===== config.mk =====
export PLATFORM = sky130hd
export DESIGN_NAME = x_top_uart_loader
export DESIGN_NICKNAME = d
export VERILOG_FILES = /design/src/rtl/x_top_uart_loader_pkg.sv /design/src/rtl/x_top_timeout.sv /design/src/rtl/x_top_uart_loader.sv
export SDC_FILE = /design/constraint.sdc
export NUM_CORES = 1
export LEC_CHECK = 0
export ABC_CLOCK_PERIOD_IN_PS = 3150
export CORE_MARGIN = 2
export CORE_UTILIZATION = 39
export CTS_BUF_LIST = sky130_fd_sc_hd__clkbuf_8
export DETAILED_ROUTE_END_ITERATION = 6
export HOLD_SLACK_MARGIN = 0.05
export PLACE_DENSITY = 0.74
export SYNTH_ARGS = -nofsm -noshare
export SYNTH_HDL_FRONTEND = slang
export SYNTH_HIERARCHICAL = 1
export SYNTH_SLANG_ARGS = --single-unit

===== constraint.sdc =====
create_clock -name i_clk -period 3.15 [get_ports i_clk]
set_clock_uncertainty 0.1 [all_clocks]
set_input_delay 0.315 -clock i_clk [delete_from_list [all_inputs] [get_ports i_clk]]
set_output_delay 0.315 -clock i_clk [all_outputs]
set_load 0.02 [all_outputs]

===== src/rtl/x_top_uart_loader_pkg.sv =====
// Shared types and constants for the UART loader command sequencer.
//   loader_state_t : sequencer states (IDLE, ADDR, DATA, ISSUE)
//   loader_err_t   : error cause codes reported on o_err_code
//   BYTE_CNT_TOP   : index of the last byte in a 4-byte address/data field
package x_top_uart_loader_pkg;

  typedef enum logic [1:0] {
    IDLE  = 2'd0,
    ADDR  = 2'd1,
    DATA  = 2'd2,
    ISSUE = 2'd3
  } loader_state_t;

  typedef enum logic [1:0] {
    ERR_NONE    = 2'd0,
    ERR_CMD     = 2'd1,
    ERR_TIMEOUT = 2'd2,
    ERR_OVERRUN = 2'd3
  } loader_err_t;

  localparam logic [1:0] BYTE_CNT_TOP = 2'd3;

endpackage


===== src/rtl/x_top_timeout.sv =====
// Clear/enable up-counter with a terminal-count flag, used as an idle timer
// by UART-side blocks.
//   i_clk  : clock
//   i_rst  : synchronous active-high reset (count -> 0)
//   i_clr  : synchronous clear (count -> 0), wins over i_en
//   i_en   : advance the count by one
//   o_tc   : high while the count equals p_max-1
// The counter is $clog2(p_max) bits wide; users clear it at terminal count so
// it never needs to represent p_max itself.
module x_top_timeout #(
  parameter int p_max = 16
) (
  input  logic i_clk,
  input  logic i_rst,
  input  logic i_clr,
  input  logic i_en,
  output logic o_tc
);

  localparam int W = (p_max > 2) ? $clog2(p_max) : 1;
  localparam logic [W-1:0] TC = W'(p_max - 1);

  logic [W-1:0] count;

  always_ff @(posedge i_clk) begin
    if (i_rst || i_clr) begin
      count <= '0;
    end else if (i_en) begin
      count <= count + 1'b1;
    end
  end

  assign o_tc = (count == TC);

endmodule


===== src/rtl/x_top_uart_loader.sv =====
// UART loader command sequencer. Parses the received byte stream into write
// frames (command byte, 4-byte address, 4-byte data, both little-endian) and
// issues one write request per frame.
//   i_clk, i_rst   : clock, synchronous active-high reset
//   i_valid/i_data : one-cycle received-byte strobe and byte
//   o_wr_valid/i_wr_ready/o_wr_addr/o_wr_data : write request port
//   o_busy         : high whenever the sequencer is not IDLE
//   o_err          : one-cycle error pulse; o_err_code holds the last cause
//   o_dbg_state    : current sequencer state, for observation only
//
// Write port handshake: o_wr_valid rises the cycle after the last data byte
// and stays high, with o_wr_addr/o_wr_data stable, until a cycle in which
// i_wr_ready is also high; that cycle completes the transfer and o_wr_valid
// drops on the next edge. Address/data are not cleared after the transfer.
module x_top_uart_loader
  import x_top_uart_loader_pkg::*;
#(
  parameter logic [7:0] p_cmd_write = 8'hA5,
  parameter int         p_timeout   = 100000
) (
  input  logic        i_clk,
  input  logic        i_rst,
  input  logic        i_valid,
  input  logic [7:0]  i_data,
  output logic        o_wr_valid,
  input  logic        i_wr_ready,
  output logic [31:0] o_wr_addr,
  output logic [31:0] o_wr_data,
  output logic        o_busy,
  output logic        o_err,
  output logic [1:0]  o_err_code,
  output logic [1:0]  o_dbg_state
);

  loader_state_t state;
  logic [1:0]    cnt;
  logic          timing;
  logic          timer_tc;

  // The inter-byte timer only runs while a frame is being received. It is
  // held at zero elsewhere, so it enters ADDR already cleared, and every
  // accepted byte restarts it. Clearing on terminal count keeps it in range.
  assign timing = (state == ADDR) || (state == DATA);

  x_top_timeout #(
    .p_max (p_timeout)
  ) u_timeout (
    .i_clk (i_clk),
    .i_rst (i_rst),
    .i_clr (!timing || i_valid || timer_tc),
    .i_en  (1'b1),
    .o_tc  (timer_tc)
  );

  always_ff @(posedge i_clk) begin
    if (i_rst) begin
      state      <= IDLE;
      cnt        <= 2'd0;
      o_wr_valid <= 1'b0;
      o_wr_addr  <= 32'd0;
      o_wr_data  <= 32'd0;
      o_err      <= 1'b0;
      o_err_code <= ERR_NONE;
    end else begin
      o_err <= 1'b0;
      case (state)
        IDLE: begin
          if (i_valid) begin
            if (i_data == p_cmd_write) begin
              state <= ADDR;
              cnt   <= 2'd0;
            end else begin
              o_err      <= 1'b1;
              o_err_code <= ERR_CMD;
            end
          end
        end

        // An arriving byte takes priority over a coincident timeout.
        ADDR: begin
          if (i_valid) begin
            o_wr_addr <= {i_data, o_wr_addr[31:8]};
            if (cnt == BYTE_CNT_TOP) begin
              cnt   <= 2'd0;
              state <= DATA;
            end else begin
              cnt <= cnt + 2'd1;
            end
          end else if (timer_tc) begin
            state      <= IDLE;
            cnt        <= 2'd0;
            o_err      <= 1'b1;
            o_err_code <= ERR_TIMEOUT;
          end
        end

        DATA: begin
          if (i_valid) begin
            o_wr_data <= {i_data, o_wr_data[31:8]};
            if (cnt == BYTE_CNT_TOP) begin
              cnt        <= 2'd0;
              state      <= ISSUE;
              o_wr_valid <= 1'b1;
            end else begin
              cnt <= cnt + 2'd1;
            end
          end else if (timer_tc) begin
            state      <= IDLE;
            cnt        <= 2'd0;
            o_err      <= 1'b1;
            o_err_code <= ERR_TIMEOUT;
          end
        end

        // o_wr_valid is always high here. A byte arriving now is dropped as
        // an overrun, even if the handshake completes in the same cycle.
        ISSUE: begin
          if (i_valid) begin
            o_err      <= 1'b1;
            o_err_code <= ERR_OVERRUN;
          end
          if (i_wr_ready) begin
            o_wr_valid <= 1'b0;
            state      <= IDLE;
          end
        end

        default: begin
          state <= IDLE;
        end
      endcase
    end
  end

  assign o_busy      = (state != IDLE);
  assign o_dbg_state = state;

endmodule


==> results of run 1 <==
synth_stat cells, drive strengths merged:
| cell type | number | area, µm² |
|---|---|---|
| ha | 9 | 113 |
| nand4b | 1 | 8.76 |
| nand3 | 6 | 40.0 |
| nand4 | 9 | 62.6 |
| nand2 | 143 | 537 |
| or4 | 5 | 37.5 |
| xnor2 | 2 | 17.5 |
| nor2 | 9 | 33.8 |
| nor4bb | 1 | 10.0 |
| nand2b | 5 | 31.3 |
| nor3 | 1 | 5.00 |
| a211oi | 1 | 7.51 |
| mux2 | 3 | 33.8 |
| a31oi | 1 | 6.26 |
| buf | 5 | 45.0 |
| a221oi | 3 | 38.8 |
| a21oi | 73 | 365 |
| o21ai | 2 | 10.0 |
| clkbuf | 21 | 88.8 |
| and2 | 3 | 18.8 |
| conb | 1 | 3.75 |
| a222oi | 1 | 10.0 |
| o2111ai | 1 | 8.76 |
| or2b | 1 | 7.51 |
| or3 | 9 | 57.6 |
| and3 | 1 | 7.51 |
| dfxtp | 89 | 1780 |
| xor2 | 2 | 17.5 |
| nor3b | 2 | 15.0 |
| or4b | 1 | 13.8 |
| nand3b | 1 | 7.51 |
| o21a | 1 | 7.51 |
| a31o | 2 | 17.5 |
| o31ai | 5 | 51.3 |
| nor2b | 3 | 18.8 |
| inv | 6 | 22.5 |
| mux2i | 8 | 80.1 |
| or2 | 1 | 6.26 |
| nor4 | 8 | 50.1 |
path summary, 6_finish.rpt:
check                                   startpoint            end  slack [ps]  cells past startpoint
worst min register to register        o_wr_addr[2]   o_wr_addr[2]         360                      2
worst max-delay path            u_timeout/count[0]  o_err_code[0]         460                      7
worst min-delay path                  o_wr_addr[2]   o_wr_addr[2]         360                      2
worst max register to register  u_timeout/count[0]  o_err_code[0]         460                      7
state kept, by name, indices dropped and copies added, names as in the netlist:
signal           flops
o_wr_addr           32
o_wr_data           32
u_timeout/count     17
cnt                  2
o_dbg_state          2
o_err_code           2
o_err                1
o_wr_valid           1
layer usage:
metal	part of all wire, %	wire (µm)
met3	5.3	471
met5	0	0
met2	47	4140
met1	46	4050
met4	2.3	206
area by class of cell:
cell class,instances,share of cell area [%]
clock inverter,7,1.42
multi-input combinational,325,37.0
inverter,6,0.475
clock buffer,9,2.61
tap,111,2.93
timing repair buffer,87,18.0
sequential,89,37.6
logic make-up (layout without fill, tap and decap cells):
family                     after synthesis  in the layout  synth area share (%)
other                                    1              1                 0.101
xor gates and xnor gates                 4              4                 0.948
AOI/OAI and AO/OA                       90             90                  14.2
adders and majority gates                9              9                  3.05
and+or+nand+nor                        210            210                  26.2
buffers and inverters                   32            109                  4.23
DFF                                     89             89                  48.2
muxes                                   11             11                  3.08
stage by stage:
step                      hold WS [ps]  setup slack (ps)
after floorplan                    343               771
after global placement             340               585
after detailed placement           347               490
after CTS                          363               474
after global routing               396               266
final                              358               456
critical path: cells and delay by family (launching register included):
kind            cells  cell delay [ps]
compound gates      1              350
fa+ha+maj           1              270
flops               1              440
mux                 1              380
simple gates        4             1050
power breakdown:
group	internal, µW	switching [µW]	total (µW)
registers	1170	37.2	1210
clock network	309	464	773
logic	212	311	523
total	1690	813	2500
==> results.py, run 1 <==
metrics = {
    "clock_tree": {
        "cts-buffers-inserted": 9,
        "cts_tree": "yes",
        "clock_latency_ps": 370,
        "cts_setup_buffers": 0,
        "cts-hold-fix-buffers": 0,
        "clkTransAtPathRegs_ps": 110,
        "clockRootBuffer": "clkbuf_8",
        "numClockSinks": 89,
        "cts-resized-gates": 0,
        "clockBufferDepth": 2,
        "h-tree-depth": 3,
    },
    "floorplan": {
        "rows": 35,
        "coreArea_mm2": 0.00920,
        "die-width_um": 101,
        "start_util_pct": 40.2,
        "dieArea_mm2": 0.0103,
        "die_h_um": 101,
        "io_pins": 83,
    },
    "final_layout": {
        "instances_no_fill": 634,
        "nets": 539,
        "layout_common_cells": "143 x nand2_1, 89 x dfxtp_1, 81 x clkdlybuf4s50_1, 73 x a21oi_1",
        "multi_input_area_mm2": 0.00176,
        "area_growth_pct": 28.4,
        "finalInstanceArea_mm2": 0.00474,
        "layout_commonest_cell": "nand2_1",
        "final-seq-area_mm2": 0.00178,
        "drive_above_1_share_pct": 7.07,
        "diodes": 0,
        "fin_util_pct": 51.6,
        "fillCellCount": 850,
    },
    "worst_setup_path": {
        "crit_slowest_cell": "nor4_1",
        "crit_chain": "ha_1, nor4bb_1, nand3b_1, nor4_1, nand2b_1, a222oi_1, mux2_2",
        "startpoint_type": "register",
        "cp_max_fo": 5,
        "cp.required_ps": 3310,
        "max_stage_delay_ps": 490,
        "arrival_ps": 2850,
        "critPathCaptureType": "register",
        "critPathKind": "reg2reg",
    },
    "sta": {
        "slew_headroom_pct": 36.5,
        "setup_viol": 0,
        "final_max_slew_viol_count": 0,
        "worstMarginPinSlew_ps": 952,
        "min_period_ps": 2690,
        "rsz0062_at_grt": "no",
        "layout_worst_path_cycle_share_pct": 85.5,
        "finalHoldViolations": 0,
        "max_freq_ghz": 0.371,
        "finalSetupTns_ps": 0,
    },
    "detailed_routing": {
        "initialDrtViolationCount": 153,
        "drtPass1Iterations": 4,
        "routed_wl_um": 8860,
        "routed_via_density": 5.18,
        "postRouteAntennaNets": 0,
        "drc": 0,
        "routedWlPerCell_um": 14.0,
        "vias": 3282,
    },
    "yosys": {
        "synthCells": 446,
        "syn_area_per_cell_um2": 8.28,
        "ys_warn_count": 6,
        "synth.distinct_cells": 47,
        "synth-seq-cells": 89,
        "syn_area_mm2": 0.00369,
        "syn_nets": 467,
        "yosysSeqAreaShare_pct": 48.2,
    },
    "global_routing": {
        "met3_usage_pct": 4.69,
        "gr-total-overflow": 0,
        "top_usage_layer": "met2",
        "grt_max_degree": 56,
        "grt_pass1_wl_um": 14800,
        "met1_usage_pct": 23.7,
        "antenna_found_initial": 0,
        "grt_pass1_vias": 3109,
        "grt_use_met2_pct": 27.4,
        "grt_use_total_pct": 17.9,
    },
    "pwr": {
        "total_power_uw": 2500,
        "peakVddDrop_mv": 0.211,
        "powerDensity_mw_per_mm2": 528,
        "p_leak_uw": 0.00151,
    },
    "flow_run": {
        "max-cap-violations": 0,
    },
    "placement": {
        "place.gp.congestion": 0.814,
        "dp_hpwl_um": 6030,
        "placed_area_mm2": 0.00455,
        "io_buffer_count": 82,
        "post-place-cells": 618,
    },
    "run_status": {
        "status": "finished, final reports clean",
    },
    "worst_hold_path": {
        "hp-class": "reg2reg",
    },
}
Power figures use the tool's default switching activity.
==> run 2: changes to the inputs <==
--- a/config.mk
+++ b/config.mk
@@ -9,9 +9,11 @@
 export CORE_MARGIN = 2
 export CORE_UTILIZATION = 39
 export CTS_BUF_LIST = sky130_fd_sc_hd__clkbuf_8
+export CTS_CLUSTER_DIAMETER = 120
 export DETAILED_ROUTE_END_ITERATION = 6
 export HOLD_SLACK_MARGIN = 0.05
 export PLACE_DENSITY = 0.74
+export RECOVER_POWER = 50
 export SYNTH_ARGS = -nofsm -noshare
 export SYNTH_HDL_FRONTEND = slang
 export SYNTH_HIERARCHICAL = 1
==> run 2 against run 1 <==
Critical path depth did not move. Hold slack got worse by 2.1 ps. First-iteration DRC count rose by 18%. Combinational power fell by 1%. Sequential share of layout area rose by 0.060 points. Core utilization fell by 0.082 points. Clock power barely moved.
==> results.py, run 2 (synthesized netlist as in run 1, its figures left out) <==
metrics = {
    "sta": {
        "min_period_ps": 2690,
        "finalSetupTns_ps": 0,
        "setup_viol": 0,
        "final_max_slew_viol_count": 0,
        "max_freq_ghz": 0.372,
        "slew_headroom_pct": 10.8,
        "finalHoldViolations": 0,
        "layout_worst_path_cycle_share_pct": 85.4,
        "worstMarginPinSlew_ps": 1340,
        "rsz0062_at_grt": "no",
    },
    "worst_setup_path": {
        "crit_chain": "ha_1, nor4bb_1, nand3b_1, nor4_1, nand2b_1, a222oi_1, mux2_2",
        "cp.required_ps": 3310,
        "crit_slowest_cell": "nor4_1",
        "max_stage_delay_ps": 490,
        "worstSetupEndpoint": "o_err_code[0]",
        "cp_max_fo": 5,
        "critPathCaptureType": "register",
        "r2r_start": "u_timeout/count[0]",
        "ff2ff_path_depth": 7,
        "startpoint_type": "register",
        "critPathKind": "reg2reg",
        "worst-r2r-setup-slack_ps": 460,
        "setup.worst_path.start": "u_timeout/count[0]",
        "worstReg2RegEnd": "o_err_code[0]",
        "arrival_ps": 2850,
    },
    "final_layout": {
        "drive_above_1_share_pct": 6.50,
        "instances_no_fill": 634,
        "layout_common_cells": "143 x nand2_1, 89 x dfxtp_1, 73 x a21oi_1, 58 x clkdlybuf4s50_1, 23 x dlygate4sd3_1",
        "nets": 539,
        "fillCellCount": 850,
        "reg_top3": "o_wr_addr x32, o_wr_data x32, u_timeout/count x17",
        "layout_commonest_cell": "nand2_1",
        "diodes": 0,
        "area_growth_pct": 28.2,
    },
    "worst_hold_path": {
        "hp-class": "reg2reg",
        "worstHoldStart": "o_wr_addr[2]",
    },
    "clock_tree": {
        "cts_setup_buffers": 0,
        "cts-buffers-inserted": 9,
        "numClockSinks": 89,
        "h-tree-depth": 3,
        "clockRootBuffer": "clkbuf_8",
        "cts-hold-fix-buffers": 0,
        "cts_tree": "yes",
        "cts-resized-gates": 0,
        "clkTransAtPathRegs_ps": 110,
        "clock_latency_ps": 380,
        "clockBufferDepth": 2,
    },
    "floorplan": {
        "die_h_um": 101,
        "die-width_um": 101,
        "coreArea_mm2": 0.00920,
        "rows": 35,
        "dieArea_mm2": 0.0103,
        "start_util_pct": 40.2,
        "io_pins": 83,
    },
    "run_status": {
        "status": "finished, final reports clean",
    },
    "placement": {
        "place.gp.congestion": 0.814,
        "dp_hpwl_um": 6030,
        "post-place-cells": 618,
        "io_buffer_count": 82,
    },
    "detailed_routing": {
        "routed_wl_um": 8890,
        "drtPass1Iterations": 4,
        "postRouteAntennaNets": 0,
        "initialDrtViolationCount": 180,
        "drc": 0,
        "vias": 3287,
        "routed_via_density": 5.18,
        "routedWlPerCell_um": 14.0,
    },
    "global_routing": {
        "gr-total-overflow": 0,
        "antenna_found_initial": 0,
        "grt_pass1_wl_um": 14800,
        "grt_use_total_pct": 17.9,
        "grt_max_degree": 56,
        "grt_pass1_vias": 3109,
    },
    "pwr": {
        "peakVddDrop_mv": 0.211,
        "p_leak_uw": 0.00158,
        "powerDensity_mw_per_mm2": 528,
    },
    "flow_run": {
        "max-cap-violations": 0,
    },
}
-- run 2: changes by cell type in the layout (fill, tap and decap cells not counted), sizes merged --
cell,delta
clkdlybuf4s50,-23
dlygate4sd3,+23
buf,-2
clkbuf,+2
-- run 2: routing by layer --
layer	global-route usage (%)	vias to the layer above	wire length, µm
met4	7.90	0	210
met2	27.4	83	4110
met3	4.69	16	462
met1	23.7	1529	4100
met5	0	-	0
li1	-	1659	-
-- run 2: worst min-delay path by stage --
stage / depth (start not counted) / slack, ps / to
after detailed placement: 2 / 350 / o_wr_addr[2]
after CTS: 2 / 360 / o_wr_addr[2]
after global placement: 2 / 340 / o_wr_addr[1]
after global routing: 2 / 390 / o_wr_addr[5]
after floorplan: 2 / 340 / u_timeout/count[16]
final: 2 / 360 / o_wr_addr[2]
-- run 2: final cells by class --
| class | count | area, µm² | area share, % |
|---|---|---|---|
| flip-flops and latches | 89 | 1780 | 37.6 |
| multi-input cells | 325 | 1760 | 37.1 |
| repair buffers | 87 | 846 | 17.9 |
| well taps | 111 | 139 | 2.93 |
| clock buffers | 9 | 124 | 2.61 |
| clock inverters | 7 | 67.6 | 1.43 |
| inverters | 6 | 22.5 | 0.475 |
-- run 2: power by group --
group	leakage, µW	total, µW	internal (µW)	switching [µW]
clock network	0.0000958	774	309	466
registers	0.000718	1210	1170	37.0
logic	0.000767	518	205	313
total	0.00158	2500	1680	815
-- run 2: through the flow --
step / total power (µW) / hold WS, ps / util (%) / instance area, µm² / worst slack (ps)
2_1_floorplan: 1570 / 343 / - / 3690 / 771
3_3_place_gp: 1740 / 340 / 49.5 / 4550 / 585
3_5_place_dp: 1760 / 347 / 49.5 / 4550 / 490
4_1_cts: 2530 / 363 / 51.6 / 4740 / 474
5_1_grt: 2620 / 393 / 51.5 / 4740 / 266
6_report: 2500 / 356 / 51.5 / 4740 / 459
-- run 2: worst max-delay path, delay by kind of cell (launching register included) --
kind	cells	cell delay, ps
flip-flops	1	440
adder cells (fa/ha/maj)	1	260
AO/OA/AOI/OAI	1	350
AND/OR/NAND/NOR	4	1040
multiplexers	1	380
